==> config.mk <==
export PLATFORM = sky130hd
export DESIGN_NAME = intersection_phase_scheduler
export DESIGN_NICKNAME = d
export VERILOG_FILES = /design/src/rtl/intersection_phase_scheduler.sv
export SDC_FILE = /design/constraint.sdc
export NUM_CORES = 1
export LEC_CHECK = 0
export BUFFER_PORTS_ARGS = -buffer_cell sky130_fd_sc_hd__buf_2
export CORE_AREA = 2 2 43 45
export DETAILED_ROUTE_END_ITERATION = 6
export DIE_AREA = 0 0 45 47
export PLACE_DENSITY_LB_ADDON = 0.05
export RECOVER_POWER = 100
export REMOVE_ABC_BUFFERS = 1
export SKIP_LAST_GASP = 1
export SYNTH_ARGS = -nofsm -noshare
export SYNTH_HDL_FRONTEND = slang
export SYNTH_SLANG_ARGS = --single-unit
==> constraint.sdc <==
create_clock -name clk -period 3.9 [get_ports clk]
set_input_delay 0.39 -clock clk [delete_from_list [all_inputs] [get_ports clk]]
set_output_delay 0.39 -clock clk [all_outputs]
set_load 0.02 [all_outputs]
==> src/rtl/intersection_phase_scheduler.sv <==
// intersection_phase_scheduler
//   Two-road intersection sequencer: NS/EW car lights, all-red clearance,
//   on-demand pedestrian WALK and a maintenance flashing-yellow mode.
//   All timing advances on the 1-cycle tick enable only.
// Ports:
//   clk, reset    system clock, asynchronous active-high reset
//   tick          1-cycle timing enable
//   ped_req       pedestrian button (sampled every clk)
//   flash_mode    maintenance flashing-yellow request
//   ns_light      NS light {green,yellow,red}
//   ew_light      EW light {green,yellow,red}
//   walk          pedestrian WALK lamp
//   ped_pending   latched, not-yet-served pedestrian request
//   remaining     ticks left in current phase minus 1
//   phase         state code for debug/display
module intersection_phase_scheduler #(
  parameter int CW       = 4,
  parameter int T_GREEN  = 9,
  parameter int T_YELLOW = 3,
  parameter int T_ALLRED = 1,
  parameter int T_WALK   = 6
) (
  input  logic          clk,
  input  logic          reset,
  input  logic          tick,
  input  logic          ped_req,
  input  logic          flash_mode,
  output logic [2:0]    ns_light,
  output logic [2:0]    ew_light,
  output logic          walk,
  output logic          ped_pending,
  output logic [CW-1:0] remaining,
  output logic [2:0]    phase
);

  typedef enum logic [2:0] {
    ALLRED    = 3'd0,
    NS_GREEN  = 3'd1,
    NS_YELLOW = 3'd2,
    EW_GREEN  = 3'd3,
    EW_YELLOW = 3'd4,
    WALK      = 3'd5,
    FLASH     = 3'd6
  } state_t;

  localparam logic [CW-1:0] R_GREEN  = CW'(T_GREEN - 1);
  localparam logic [CW-1:0] R_YELLOW = CW'(T_YELLOW - 1);
  localparam logic [CW-1:0] R_ALLRED = CW'(T_ALLRED - 1);
  localparam logic [CW-1:0] R_WALK   = CW'(T_WALK - 1);

  localparam logic [2:0] L_GREEN  = 3'b100;
  localparam logic [2:0] L_YELLOW = 3'b010;
  localparam logic [2:0] L_RED    = 3'b001;

  state_t        state, state_n;
  logic [CW-1:0] rem_n;
  logic          next_ew, next_ew_n;
  logic          ped_n;
  logic          flash_on, flash_on_n;

  always_ff @(posedge clk or posedge reset) begin
    if (reset) begin
      state       <= ALLRED;
      remaining   <= R_ALLRED;
      next_ew     <= 1'b0;
      ped_pending <= 1'b0;
      flash_on    <= 1'b0;
    end else begin
      state       <= state_n;
      remaining   <= rem_n;
      next_ew     <= next_ew_n;
      ped_pending <= ped_n;
      flash_on    <= flash_on_n;
    end
  end

  always_comb begin
    state_n    = state;
    rem_n      = remaining;
    next_ew_n  = next_ew;
    flash_on_n = flash_on;
    ped_n      = ped_pending;

    // Requests made while walking are dropped; everywhere else they latch.
    if (ped_req && state != WALK) ped_n = 1'b1;

    if (tick) begin
      if (state == FLASH) begin
        if (!flash_mode) begin
          state_n   = ALLRED;
          rem_n     = R_ALLRED;
          next_ew_n = 1'b0;
        end else begin
          flash_on_n = ~flash_on;
        end
      end else if (flash_mode) begin
        // Flash pre-empts any phase immediately, starting with yellow lit.
        state_n    = FLASH;
        rem_n      = '0;
        flash_on_n = 1'b1;
      end else if (remaining != '0) begin
        rem_n = remaining - 1'b1;
      end else begin
        unique case (state)
          ALLRED: begin
            if (ped_pending) begin
              state_n = WALK;
              rem_n   = R_WALK;
            end else if (next_ew) begin
              state_n = EW_GREEN;
              rem_n   = R_GREEN;
            end else begin
              state_n = NS_GREEN;
              rem_n   = R_GREEN;
            end
          end
          NS_GREEN: begin
            state_n = NS_YELLOW;
            rem_n   = R_YELLOW;
          end
          NS_YELLOW: begin
            state_n   = ALLRED;
            rem_n     = R_ALLRED;
            next_ew_n = 1'b1;
          end
          EW_GREEN: begin
            state_n = EW_YELLOW;
            rem_n   = R_YELLOW;
          end
          EW_YELLOW: begin
            state_n   = ALLRED;
            rem_n     = R_ALLRED;
            next_ew_n = 1'b0;
          end
          WALK: begin
            state_n = next_ew ? EW_GREEN : NS_GREEN;
            rem_n   = R_GREEN;
          end
          default: begin
            state_n = ALLRED;
            rem_n   = R_ALLRED;
          end
        endcase
      end
    end

    // Serving the request clears it, even against a same-cycle press.
    if (state_n == WALK && state != WALK) ped_n = 1'b0;
  end

  always_comb begin
    ns_light = L_RED;
    ew_light = L_RED;
    walk     = 1'b0;
    unique case (state)
      NS_GREEN:  ns_light = L_GREEN;
      NS_YELLOW: ns_light = L_YELLOW;
      EW_GREEN:  ew_light = L_GREEN;
      EW_YELLOW: ew_light = L_YELLOW;
      WALK:      walk     = 1'b1;
      FLASH: begin
        ns_light = flash_on ? L_YELLOW : 3'b000;
        ew_light = flash_on ? L_YELLOW : 3'b000;
      end
      default: ;
    endcase
  end

  assign phase = state;

endmodule

# Word-level counts from Yosys, hierarchy flattened
# Cells that the tools add are included.
# Widths: inputs -> output; s select.
[word_totals]
reg_bits = 10
in_bits = 5
output_inout_bits = 15
elab_cells = 56
[op_classes]
addsub = 1
eq_ne = 10
n_mux = 28
bitwise = 2
reduce_logical = 10
[ops]
columns = ["cell", "count"]
rows = [
  ["$mux 4", 5],
  ["$mux 3", 6],
  ["$pmux 3 s3", 2],
  ["$eq 3x3->1 const B", 4],
  ["$pmux 3 s4", 1],
  ["$pmux 4 s3", 1],
  ["$mux 1", 10],
  ["$eq 3x2->1 const B", 2],
  ["$mux 2", 2],
  ["$ne 2x2->1 const B", 2],
  ["$reduce_and 2->1", 2],
  ["$reduce_and 4->1", 1],
  ["$reduce_bool 4->1", 1],
  ["$sub 4x1->4 const B", 1],
  ["$eq 3x1->1 const B", 1],
  ["$logic_not 3->1", 1],
  ["$ne 3x3->1 const B", 1],
  ["$reduce_bool 3->1", 1],
  ["$logic_and 1x1->1", 2],
  ["$not 1->1", 2],
  ["$pmux 1 s2", 1],
  ["$reduce_bool 2->1", 1],
  ["$reduce_or 2->1", 1],
]

# Logic depth before layout (Yosys ltp)
[depth]
depth_word = 10
ltp_mapped = 6
mapped_depth_nobuf = 6

# Least setup slack after synthesis
# OpenSTA, ideal clock, no wires.
[synth_path]
path_type = "reg-to-output"
startpoint = "register state[1] (netlist: phase[1])"
endpoint = "output port ew_light[0]"
arrival_time_ns = 1.609
required_time_ns = 3.510
slack_ns = 1.901
path_stages_with_launch = 5
n_path_buf = 1
path_cell_list = "dfrtp_1 buf_2 inv_1 nor3_1 a21oi_1"
[synth_via]
elab_chain_len = 2
elab_cells_between_ends = 4
classes_between = "eq/ne (3); mux (1)"
[synth_lines]
columns = ["element", "line", "source"]
rows = [
  ["start, declared", "55", "state_t state, state_n;"],
  ["start signal, assigned", "69", "state <= state_n;"],
  ["$eq 3x3->1 or $eq 3x2->1 (tied branches)", "155", "unique case (state)"],
  ["$pmux 3 s3 *", "155", ""],
  ["end, declared", "29", "output logic [2:0] ew_light,"],
]
# Mark *: on every way between the ends. The rest lies on a longest branch, timed or not.

# Final worst setup path
[layout_path]
startpoint = "register remaining[0]"
endpoint = "register ped_pending"
[layout_via]
elab_chain_len = 8
elab_cells_between_ends = 9
classes_between = "eq/ne (1); mux (5); reduce/logical (3)"
[layout_lines]
columns = ["element", "line", "source"]
rows = [
  ["start, declared", "32", "output logic [CW-1:0] remaining,"],
  ["start signal, assigned", "70", "remaining <= rem_n;"],
  ["$reduce_bool 4->1 *", "101", "end else if (remaining != '0) begin"],
  ["$mux 3 *", "101", ""],
  ["$mux 3 *", "96", "end else if (flash_mode) begin"],
  ["$mux 3 *", "88", "if (state == FLASH) begin"],
  ["$mux 3 *", "87", "if (tick) begin"],
  ["net state_n[2]", "55", ""],
  ["$eq 3x3->1 *", "148", "if (state_n == WALK && state != WALK) ped_n = 1'b0;"],
  ["$logic_and 1x1->1 *", "148", ""],
  ["$mux 1 or $reduce_bool 2->1 (tied branches)", "n/a", ""],
  ["end signal, assigned", "72", "ped_pending <= ped_n;"],
  ["end, declared", "31", "output logic ped_pending,"],
]
# Mark *: on every way through the listed nets, which the timed path passes. The rest lies on a longest branch.
# A chain may end at the register's enable or synchronous reset.

==> parameters.txt <==
Parameter                              Value

Clock network
  Clock buffer depth ... 2
  Number of resized instances in the post-cts repair step ... 0
  TritonCTS Sinks ... 10
  Clock latency at the later pin of the worst-skew pair ... 280 ps
  Number of buffers inserted by post-CTS setup repair ... 0
  Deepest level of the CTS H-tree ... 1
  Hold bufs inserted after CTS ... 0
  Clock root buffer ... clkbuf_4
  Inserted Clock Buffers ... 3
  TritonCTS clock tree ... done
  Clk slew on worst S/H paths ... 80 ps

Floorplanning
  Initial core utilization ... 46.4%
  I/O pin cnt ... 20
  Horizontal die dimension ... 45 um
  Die height ... 47 um
  Die Area ... 2120 um^2
  Core Region ... 1650 um^2
  Standard-cell row count ... 15

STA
  Final Hold Violating Endpoints ... 0
  Final period utilization ... 55.5%
  Setup ws final ... 1730 ps
  Max Clk Rate ... 462 MHz
  Final critical-path required period ... 2170 ps
  Layout Skew ... 8.88 ps
  Final setup TNS ... 0 ps
  Final count of pins violating max slew ... 0
  Max_slew headroom ... 40.9%
  Unrepaired setup endpoints after global routing ... false
  Worst slew pin tran ... 885 ps
  Total of endpoints with negative setup slack in the final report ... 0

Finish
  Top library cells by usage in the layout, fill and taps aside ... clkbuf_1 (14), inv_1 (10), dfrtp_1 (10)
  Most common library cell in the layout ignoring fill and taps ... clkbuf_1
  Number of fill cells in the layout ... 176
  Nets ... 119
  Area growth from synthesis to layout ... 10.8%
  Fraction of layout cells with a size suffix above 1 ... 11.6%
  Antenna cells ... 0

Detailed routing
  Number of routed nets with antenna violations ... 0
  Iter 0 DRT Violations ... 10
  Vias per cell ... 5.95
  Number of optimization iterations in the first detailed-route pass ... 4
  Vias post-DR ... 767
  Detailed-route wire length ... 1930 um
  WL/cell ... 14.9 um
  DRC violations left ... 0

Yosys
  Post-Syn Area per Cell ... 8.15 um^2
  Number of warnings printed during yosys synthesis ... 0
  Proportion of synthesized chip area in sequential cells ... 32.7%
  Post-synthesis instance total ... 94
  Cell Area, Synth ... 766 um^2
  Post-synthesis sequential element count ... 10
  Yosys cell types ... 35

Setup path
  Maximum fanout along the worst path ... 8
  Crit path capture type ... register
  Crit start category ... register
  Signal arrival time at the worst endpoint ... 2310 ps
  Logic depth of the worst register-to-register path ... 6
  Worst setup path class ... register to register
  Required time of the critical path ... 4050 ps

Pwr
  Proportion of total power due to net switching ... 54.9%
  Clock network fraction of total power ... 12.0%
  Internal power summed over all cells ... 0.000366 W
  Maximum vdd drop ... 488 uV
  Reg power frac ... 29.6%
  Reported leakage power ... 0.371 nW
  Part of the total power dissipated in combinational logic ... 58.5%
  Switching power of the nets ... 0.000447 W
  Areal power density over the cells ... 958 nW/um^2

Global route
  Maximum number of pins on one net before global-route repair ... 18
  First-pass GRT wire length ... 3260 um
  Antenna violations before repair ... 0
  Total grt overflow ... 0
  All-Layer GR Usage ... 21.8%
  Vias in the first global route ... 705

Place
  Routability congestion estimate from global placement ... 0.868
  Input/output buffers ... 19
  Post-Place Setup Slack ... 2190 ps
  Detailed-placement wirelength estimate ... 1350 um

Outcome
  Status ... finished clean

Job
  Number of max-cap violations ... 0

Hold path
  Worst hold path type ... input pin to async pin
## final timing paths
path,start,end,slack (ps)
max in group asynchronous,reset,remaining[0],3490
max,remaining[0],ped_pending,1730
min,reset,flash_on,90
min reg2reg,flash_on,flash_on,530
min in group clk,flash_mode,phase[0],410
max reg2reg,remaining[0],ped_pending,1730
## cells by family after synthesis
family | share of synthesized area (%)
and+or+nand+nor | 26.5
AOI/OAI and AO/OA | 30.1
adders and majority gates | 1.63
DFF | 32.7
buffers and inverters | 9.15
## metal layers
metal  up-vias  track usage (%)  share of wire, %
met5         -                0                 0
li1        375                -                 -
met4         0             11.2               2.0
met2        17             36.0                46
met3         5             4.62               3.5
met1       370             27.1                48
## power by group through the flow
stage                     logic [W]  clock network (W)  registers, W
after floorplan            0.000348                  0      0.000265
after global placement     0.000517                  0      0.000243
after detailed placement   0.000519                  0      0.000245
after CTS                  0.000523          0.0000995      0.000243
after global routing       0.000524           0.000106      0.000253
final                      0.000475          0.0000975      0.000240
## worst max-delay path, stage by stage, from the launching register on
cell and delay (ps):
dfrtp_1 420, inv_1 80, ha_1 240, nor3b_1 750
o2111ai_1 230, o2111ai_1 200, a31oi_1 120
## state kept, by name, indices dropped and copies added, names as in the netlist
signal,cells
remaining,4
ped_pending,1
phase,3
flash_on,1
next_ew,1
## cells in the mapped netlist, drive strengths merged
cell type	n	share of area [%]
and3	1	0.82
o21a	1	0.98
o41ai	1	2.1
a22o	1	1.1
or2	1	0.82
nand3	1	1.3
a211oi	1	0.98
and3b	1	1.1
or3b	1	1.5
inv	10	4.9
o211ai	1	0.98
nor2b	1	0.82
nor2	6	2.9
o21ai	7	5.1
nand2b	4	3.3
a32o	1	1.3
ha	1	1.6
o21bai	1	0.98
buf	5	4.2
nor3b	2	3.4
o311ai	1	1.1
and2	2	1.6
a21oi	9	5.9
a31o	1	1.1
a31oi	3	2.5
nor3	9	5.9
dfrtp	10	33
o22ai	2	1.6
nand2	6	2.9
o2111ai	2	3.1
a2bb2oi	1	1.1
## through the flow
| step | instance area, um^2 | instances | hold slack (ps) | utilization [%] | power, W |
|---|---|---|---|---|---|
| detailed placement | 850 | 125 | 412 | 51.4 | 0.000764 |
| CTS | 886 | 129 | 108 | 53.6 | 0.000866 |
| finish | 848 | 129 | 93.8 | 51.4 | 0.000813 |
| global route | 848 | 129 | 122 | 51.4 | 0.000883 |
| floorplan | 733 | 89 | 230 | - | 0.000613 |
| global placement | 850 | 125 | 404 | 51.4 | 0.000761 |
## area by class of cell
type,count,area [um^2],area share (%)
inverters,10,37.5,4.42
repair buffers,19,77.6,9.14
clock buffers,4,36.3,4.28
multi-input cells,69,425,50.1
flip-flops and latches,10,250,29.5
well taps,17,21.3,2.51
(Power assumes the default switching activity.)
